`config.mk`:
```
export PLATFORM = sky130hd
export DESIGN_NAME = rom_access_arbiter
export DESIGN_NICKNAME = d
export VERILOG_FILES = /design/src/rtl/rom_access_arbiter.sv
export SDC_FILE = /design/constraint.sdc
export NUM_CORES = 1
export LEC_CHECK = 0
export CAP_MARGIN = 20
export CORE_MARGIN = 1.5
export CORE_UTILIZATION = 40
export CTS_CLUSTER_DIAMETER = 80
export DETAILED_ROUTE_END_ITERATION = 8
export PLACE_DENSITY = 0.79
export SYNTH_ARGS = -nofsm -noshare
export SYNTH_HDL_FRONTEND = slang
export SYNTH_SLANG_ARGS = --single-unit
```
`constraint.sdc`:
```
create_clock -name i_clk -period 2.1 [get_ports i_clk]
set_clock_uncertainty 0.2 [all_clocks]
set_input_delay 0.42 -clock i_clk [delete_from_list [all_inputs] [get_ports i_clk]]
set_output_delay 0.42 -clock i_clk [all_outputs]
set_load 0.005 [all_outputs]
```
`src/rtl/rom_access_arbiter.sv`:
```
// Two-port (CPU/debug) arbiter for the single-ported 16 KB program ROM at $C000-$FFFF.
// Optional macro ROM_ARB_STATS_EN adds saturating per-port grant counters.
module rom_access_arbiter #(
    parameter int ADDR_WIDTH   = 14,
    parameter int DATA_WIDTH   = 8,
    parameter int STARVE_LIMIT = 4
) (
    input  logic                  i_clk,
    input  logic                  i_rst,
    input  logic                  i_cpu_req,
    input  logic [15:0]           i_cpu_addr,
    output logic                  o_cpu_gnt,
    output logic                  o_cpu_rvalid,
    output logic [DATA_WIDTH-1:0] o_cpu_rdata,
    input  logic                  i_dbg_req,
    input  logic [15:0]           i_dbg_addr,
    output logic                  o_dbg_gnt,
    output logic                  o_dbg_rvalid,
    output logic [DATA_WIDTH-1:0] o_dbg_rdata,
    output logic                  o_decode_err,
    output logic [ADDR_WIDTH-1:0] o_rom_addr,
    output logic                  o_rom_cs,
    output logic                  o_rom_oe,
    input  logic [DATA_WIDTH-1:0] i_rom_data,
    output logic                  o_busy
`ifdef ROM_ARB_STATS_EN
    ,
    output logic [15:0]           o_cpu_grant_cnt,
    output logic [15:0]           o_dbg_grant_cnt
`endif
);

    localparam int            SW  = $clog2(STARVE_LIMIT + 1);
    localparam logic [SW-1:0] LIM = SW'(STARVE_LIMIT);

    typedef enum logic {
        IDLE   = 1'b0,
        ACCESS = 1'b1
    } state_t;

    state_t                r_state;
    state_t                w_state_nxt;
    logic [SW-1:0]         r_starve_cnt;
    logic                  r_owner_dbg;
    logic                  r_in_win;
    logic [ADDR_WIDTH-1:0] r_rom_addr;
    logic                  r_cpu_rvalid;
    logic                  r_dbg_rvalid;
    logic [DATA_WIDTH-1:0] r_cpu_rdata;
    logic [DATA_WIDTH-1:0] r_dbg_rdata;
    logic                  r_decode_err;
    logic                  w_gnt_cpu;
    logic                  w_gnt_dbg;
    logic [15:0]           w_sel_addr;
    logic [DATA_WIDTH-1:0] w_rd_val;

    // Debug takes the port when alone or once the CPU has starved it long enough.
    always_comb begin
        w_gnt_cpu   = 1'b0;
        w_gnt_dbg   = 1'b0;
        w_state_nxt = r_state;
        case (r_state)
            IDLE: begin
                if (!i_rst) begin
                    if (i_dbg_req && (!i_cpu_req || r_starve_cnt == LIM)) begin
                        w_gnt_dbg = 1'b1;
                    end else if (i_cpu_req) begin
                        w_gnt_cpu = 1'b1;
                    end
                end
                if (w_gnt_cpu || w_gnt_dbg) begin
                    w_state_nxt = ACCESS;
                end
            end
            ACCESS:  w_state_nxt = IDLE;
            default: w_state_nxt = IDLE;
        endcase
    end

    assign w_sel_addr = w_gnt_dbg ? i_dbg_addr : i_cpu_addr;
    assign w_rd_val   = r_in_win ? i_rom_data : {DATA_WIDTH{1'b1}};

    always_ff @(posedge i_clk) begin
        if (i_rst) begin
            r_state      <= IDLE;
            r_starve_cnt <= '0;
            r_owner_dbg  <= 1'b0;
            r_in_win     <= 1'b0;
            r_rom_addr   <= '0;
            r_cpu_rvalid <= 1'b0;
            r_dbg_rvalid <= 1'b0;
            r_cpu_rdata  <= '0;
            r_dbg_rdata  <= '0;
            r_decode_err <= 1'b0;
        end else begin
            r_state      <= w_state_nxt;
            r_cpu_rvalid <= 1'b0;
            r_dbg_rvalid <= 1'b0;
            r_decode_err <= 1'b0;
            if (w_gnt_cpu || w_gnt_dbg) begin
                r_rom_addr  <= w_sel_addr[ADDR_WIDTH-1:0];
                r_owner_dbg <= w_gnt_dbg;
                r_in_win    <= (w_sel_addr[15:14] == 2'b11);
            end
            // ROM data is only sampled at the end of an in-window ACCESS cycle.
            if (r_state == ACCESS) begin
                r_decode_err <= !r_in_win;
                if (r_owner_dbg) begin
                    r_dbg_rvalid <= 1'b1;
                    r_dbg_rdata  <= w_rd_val;
                end else begin
                    r_cpu_rvalid <= 1'b1;
                    r_cpu_rdata  <= w_rd_val;
                end
            end
            if (!i_dbg_req || w_gnt_dbg) begin
                r_starve_cnt <= '0;
            end else if (w_gnt_cpu && r_starve_cnt != LIM) begin
                r_starve_cnt <= r_starve_cnt + SW'(1);
            end
        end
    end

`ifdef ROM_ARB_STATS_EN
    logic [15:0] r_cpu_grant_cnt;
    logic [15:0] r_dbg_grant_cnt;

    always_ff @(posedge i_clk) begin
        if (i_rst) begin
            r_cpu_grant_cnt <= '0;
            r_dbg_grant_cnt <= '0;
        end else begin
            if (w_gnt_cpu && r_cpu_grant_cnt != 16'hFFFF) begin
                r_cpu_grant_cnt <= r_cpu_grant_cnt + 16'd1;
            end
            if (w_gnt_dbg && r_dbg_grant_cnt != 16'hFFFF) begin
                r_dbg_grant_cnt <= r_dbg_grant_cnt + 16'd1;
            end
        end
    end

    assign o_cpu_grant_cnt = r_cpu_grant_cnt;
    assign o_dbg_grant_cnt = r_dbg_grant_cnt;
`endif

    assign o_cpu_gnt    = w_gnt_cpu;
    assign o_dbg_gnt    = w_gnt_dbg;
    assign o_cpu_rvalid = r_cpu_rvalid;
    assign o_dbg_rvalid = r_dbg_rvalid;
    assign o_cpu_rdata  = r_cpu_rdata;
    assign o_dbg_rdata  = r_dbg_rdata;
    assign o_decode_err = r_decode_err;
    assign o_rom_addr   = r_rom_addr;
    assign o_busy       = (r_state == ACCESS);
    assign o_rom_cs     = (r_state == ACCESS) && r_in_win;
    assign o_rom_oe     = (r_state == ACCESS) && r_in_win;

endmodule

```
==> impl.org <==
** Floorplan
- The floorplan step set the die width to about 68 µm.
- Die Area :: 4590 µm²
- For this configuration, the core starts out at a cell density of 41.6%.
- I/O pins :: 82
- In this run the standard cell core region covers slightly above 4000 µm².
- Vertical extent of the die :: 67.7 µm
- Row generation in the floorplan step produced 23 rows.

** Global route
- Overall track demand over capacity in global routing :: about 22%
- Antenna violations before repair :: 0
- The first global-routing pass estimated between 7000 and 8000 µm of wire.
- The number of global-route vias before repair came to around 1600.
- Largest net degree at the start of global routing :: 21
- Overflow left after global routing :: 0

** Synth
- Cells after synthesis :: 191
- Synthesized area :: 1680 µm²
- Fraction of registers with async set/reset :: 0%
- Primary flip-flop cell chosen by synthesis mapping :: sky130_fd_sc_hd__dfxtp_1
- Of the post-synthesis cell area, the dominant cell type holds approximately 47%.
- Averaged over all synthesized cells, the footprint is a little under 9 µm².
- Synthesized-area fraction occupied by ao, oa, aoi and oai cells :: 24.2%
- Area contributors post-synth :: sky130_fd_sc_hd__dfxtp_1 47%, sky130_fd_sc_hd__o41ai_1 7.3%, sky130_fd_sc_hd__a211oi_1 7.2%, sky130_fd_sc_hd__nand2_1 6.9%, sky130_fd_sc_hd__a31oi_1 5.2%
- The Yosys step of the flow raised 0 warnings.
- EDFF count, synth :: 0
- Counting flops and latches in the post-synthesis netlist gives 39.
- In the synthesized netlist, mux cells make up 0% of the area.
- Fraction of the mapped netlist area in simple logic gates :: around a fifth
- Net Count, Synth :: 237
- Post-synthesis xor/xnor area fraction :: 0%
- Synth unique cells :: 31
- Combinational family with the most area after synthesis :: compound AO/OA/AOI/OAI gates
- Sequential cells were found to cover a little under half of the synthesized design area.
- Post-synthesis adder-cell area fraction :: approximately 1.5%
- The synthesized design spends more area on one cell type than any other, namely sky130_fd_sc_hd__dfxtp_1.

** Timing
- For the final routed database, the setup TNS stands at 0 ns.
- Final period utilization :: 98.1%
- Final critical-path setup slack :: 0.0398 ns
- Final Slew Violations :: 0
- Derived from the worst setup path, the maximum achievable clock frequency is around 490 MHz.
- The worst path needs 2.06 ns of the cycle, external delays included.
- Hold is met by around 0.27 ns.
- Setup Viol. Count Final :: 0
- Max-Slew Margin vs Limit :: around 61%
- The final hold violation count is 0.
- Pin slew with the least headroom to its limit :: slightly below 0.6 ns

** Final layout
- In the final layout, the multi-input gates occupy 811 µm².
- Area used by sequential logic in the layout :: just under 800 µm²
- After routing the design area is 2770 µm².
- Fill cells :: 350
- Relative area change from synthesis to final layout :: 64.9%
- The library cells used most frequently in the layout, excluding fill and tap cells, are 74 x sky130_fd_sc_hd__clkdlybuf4s50_1, 36 x sky130_fd_sc_hd__dfxtp_1, 31 x sky130_fd_sc_hd__nand2_1.
- Commonest non-fill, non-tap cell in the layout :: sky130_fd_sc_hd__clkdlybuf4s50_1
- Of the cells placed in the final design, the portion with a size suffix greater than 1 is 17.1%.
- Total number of nets in the final design :: around 330
- 0 antenna diodes ended up in the layout.

** Worst hold path
- The startpoint identified for the worst hold timing path is o_rom_addr[9].
- The worst hold path was traced through 2 stages.
- Path type of the worst min-delay path :: register to register

** Run
- Max-cap violation count :: 0

** Clock network
- CTS buffer count :: 5
- Clk Latency, worst-skew pair :: around 0.29 ns
- Cell chosen for the clock root :: sky130_fd_sc_hd__clkbuf_8
- After clock tree synthesis, the clock-pin slew on the worst setup and hold paths is approximately 0.08 ns.
- TritonCTS built the clock tree.
- CTS saw 39 sinks.
- The clock passes through at most 2 buffers.
- CTS built an H-tree with a depth of 2.

** Worst setup path
- Tracing the worst setup path back leads to its startpoint at r_starve_cnt[0].
- Peak fanout along the critical path :: 4
- For the worst setup path, the data arrival time is between 1 and 1.5 ns.
- The most critical setup path has its endpoint at o_dbg_gnt.
- On the worst path, the slowest cell contributes a delay of approximately 0.34 ns.
- Most Frequent Cell on Critical Path :: sky130_fd_sc_hd__inv_2
- Cell-by-cell trace of the critical path :: inv_2 > ha_4 > a21boi_4 > or3_4 > inv_2 > buf_6
- Crit path buffers/inverters :: 3
- Across all register-to-register paths, the minimum setup slack is roughly 0.42 ns.
- Grouping stages by cell kind, the critical path spends the most delay in simple AND/OR/NAND/NOR gates.
- Worst setup EP type :: output pin
- The endpoint identified for the worst register-to-register timing path is r_in_win.
- Number of gates on the worst path with buffers counted :: 6
- For this design, the slowest cell found on the critical path is sky130_fd_sc_hd__or3_4.
- The worst setup path is launched from a register.
- Startpoint-to-endpoint class of the critical path :: register to output pin
- The worst register-to-register path begins at r_starve_cnt[0].
- Required arrival time at the worst endpoint :: 1.48 ns
- The worst register-to-register path has a depth of 6.

** Detailed routing
- Wire segments on met2 add up to 2170 µm in the final route.
- In this run the remaining antenna-violating nets after routing total 0.
- The routed layout has 1685 vias.
- After detailed routing, the total wire length is about 4600 µm.
- In the final routing, the length of wire on met1 measures 2110 µm.
- Using the TritonRoute via totals, the vias-per-cell ratio works out to ~5.
- The first detailed-routing pass took 4 iterations.
- Summed over all nets, wire length on met3 after detailed routing comes to 286 µm.
- Dividing the detail-routed wire length by the instance count gives approximately 14 µm.
- The highest layer touched by signal routing is met4.
- Starting DRC count in detailed routing :: 120
- After detailed routing, the number of remaining DRC violations is 0.

** Pwr
- For this design the static power due to leakage is between 1 and 1.5 nW.
- Summed over all nets, the switching power comes to ~0.00043 W.
- Combinational share of power :: 22.2%
- Total power for the finished layout comes to approximately 0.0017 W.
- The internal portion of the total power is between 0.001 and 0.0015 W.
- Worst voltage drop across the vdd grid :: approximately 340 µV
- Registers are responsible for 48.5% of the overall power.
- Fraction of power spent switching nets :: about a quarter
- The share of total power dissipated in the clock network is 29.3%.
- Cell Pwr Density :: roughly 600 nW/µm²

** Placement
- At the end of routability-driven placement, the weighted congestion stood at about 0.76.
- Worst slack at placement :: -0.543 ns
- Number of port buffers :: 81
- HPWL after detailed placement :: between 3000 and 4000 µm
- In this run the cell area measured after placement is ~2600 µm².

** Status
- Run status :: complete, no violations
metrics by stage:
stage                     std cells  util (%)
final                           336      68.6
after global routing            336      68.6
after CTS                       332      67.7
after detailed placement        323      64.6
after global placement          323      64.6
after floorplan                 191         -
worst min-delay path by stage:
stage | endpoint | slack, ns
after floorplan | o_rom_addr[2] | 0.27
after global placement | o_rom_addr[4] | 0.26
after detailed placement | o_rom_addr[5] | 0.26
after CTS | o_rom_addr[5] | 0.28
after global routing | o_rom_addr[5] | 0.29
final | o_rom_addr[9] | 0.27
synthesized netlist by cell type, drive strengths merged, types with 2 or more instances:
| cell type | count |
|---|---|
| a211oi | 16 |
| a21oi | 4 |
| a31oi | 14 |
| and2 | 5 |
| buf | 10 |
| clkbuf | 9 |
| dfxtp | 39 |
| ha | 2 |
| inv | 4 |
| nand2 | 31 |
| nand3 | 3 |
| nor2 | 16 |
| nor2b | 9 |
| nor3b | 2 |
| o21ai | 2 |
| o41ai | 14 |
per-layer routing:
layer  vias up  GRT usage [%]
met1       744           27.3
met2        59           36.2
met4         0           7.40
met5         -              0
li1        876              -
met3         6           5.83
worst register-to-register path, cell delays in order, from the launching register on:
cell	delay (ns)
sky130_fd_sc_hd__dfxtp_2	0.33
sky130_fd_sc_hd__inv_2	0.08
sky130_fd_sc_hd__ha_4	0.17
sky130_fd_sc_hd__a21boi_4	0.07
sky130_fd_sc_hd__or3_4	0.34
sky130_fd_sc_hd__buf_4	0.21
sky130_fd_sc_hd__a311oi_1	0.20
logic make-up (layout without fill, tap and decap cells):
logic type / count (synthesis) / after routing
simple gates: 71 / 71
compound gates: 55 / 55
flops: 39 / 39
buf+inv: 24 / 119
fa+ha+maj: 2 / 2
power by group through the flow:
stage	Combinational (W)	Clock (W)	Sequential [W]
floorplan	0.000135	0	0.000832
global placement	0.000356	0	0.000830
detailed placement	0.000361	0	0.000830
CTS	0.000369	0.000503	0.000815
global route	0.000410	0.000535	0.000820
finish	0.000374	0.000492	0.000814
area by class of cell:
type,instances,area share (%)
Multi-Input combinational cell,128,29.3
Sequential cell,39,28.5
Clock buffer,6,2.62
Inverter,5,0.679
Tap cell,50,2.26
Timing Repair Buffer,106,36.2
Clock inverter,2,0.452
state kept, by name (all words and copies together) (netlist names):
name          cells
r_starve_cnt      3
o_dbg_rvalid      1
o_cpu_rvalid      1
r_owner_dbg       1
o_cpu_rdata       8
o_dbg_rdata       8
o_decode_err      1
o_rom_addr       14
o_busy            1
r_in_win          1
repair_timing:
item / 4_1_cts / 5_1_grt
pin swaps: 1 / 2
hold buffers: 0 / 0
resized for setup: 24 / 6
setup buffers: 0 / 4
setup endpoints to repair: 5 / 4
endpoints found under the hold margin: 0 / 0
cloned: 1 / 0
No activity file was read; power rests on OpenSTA's default activity.
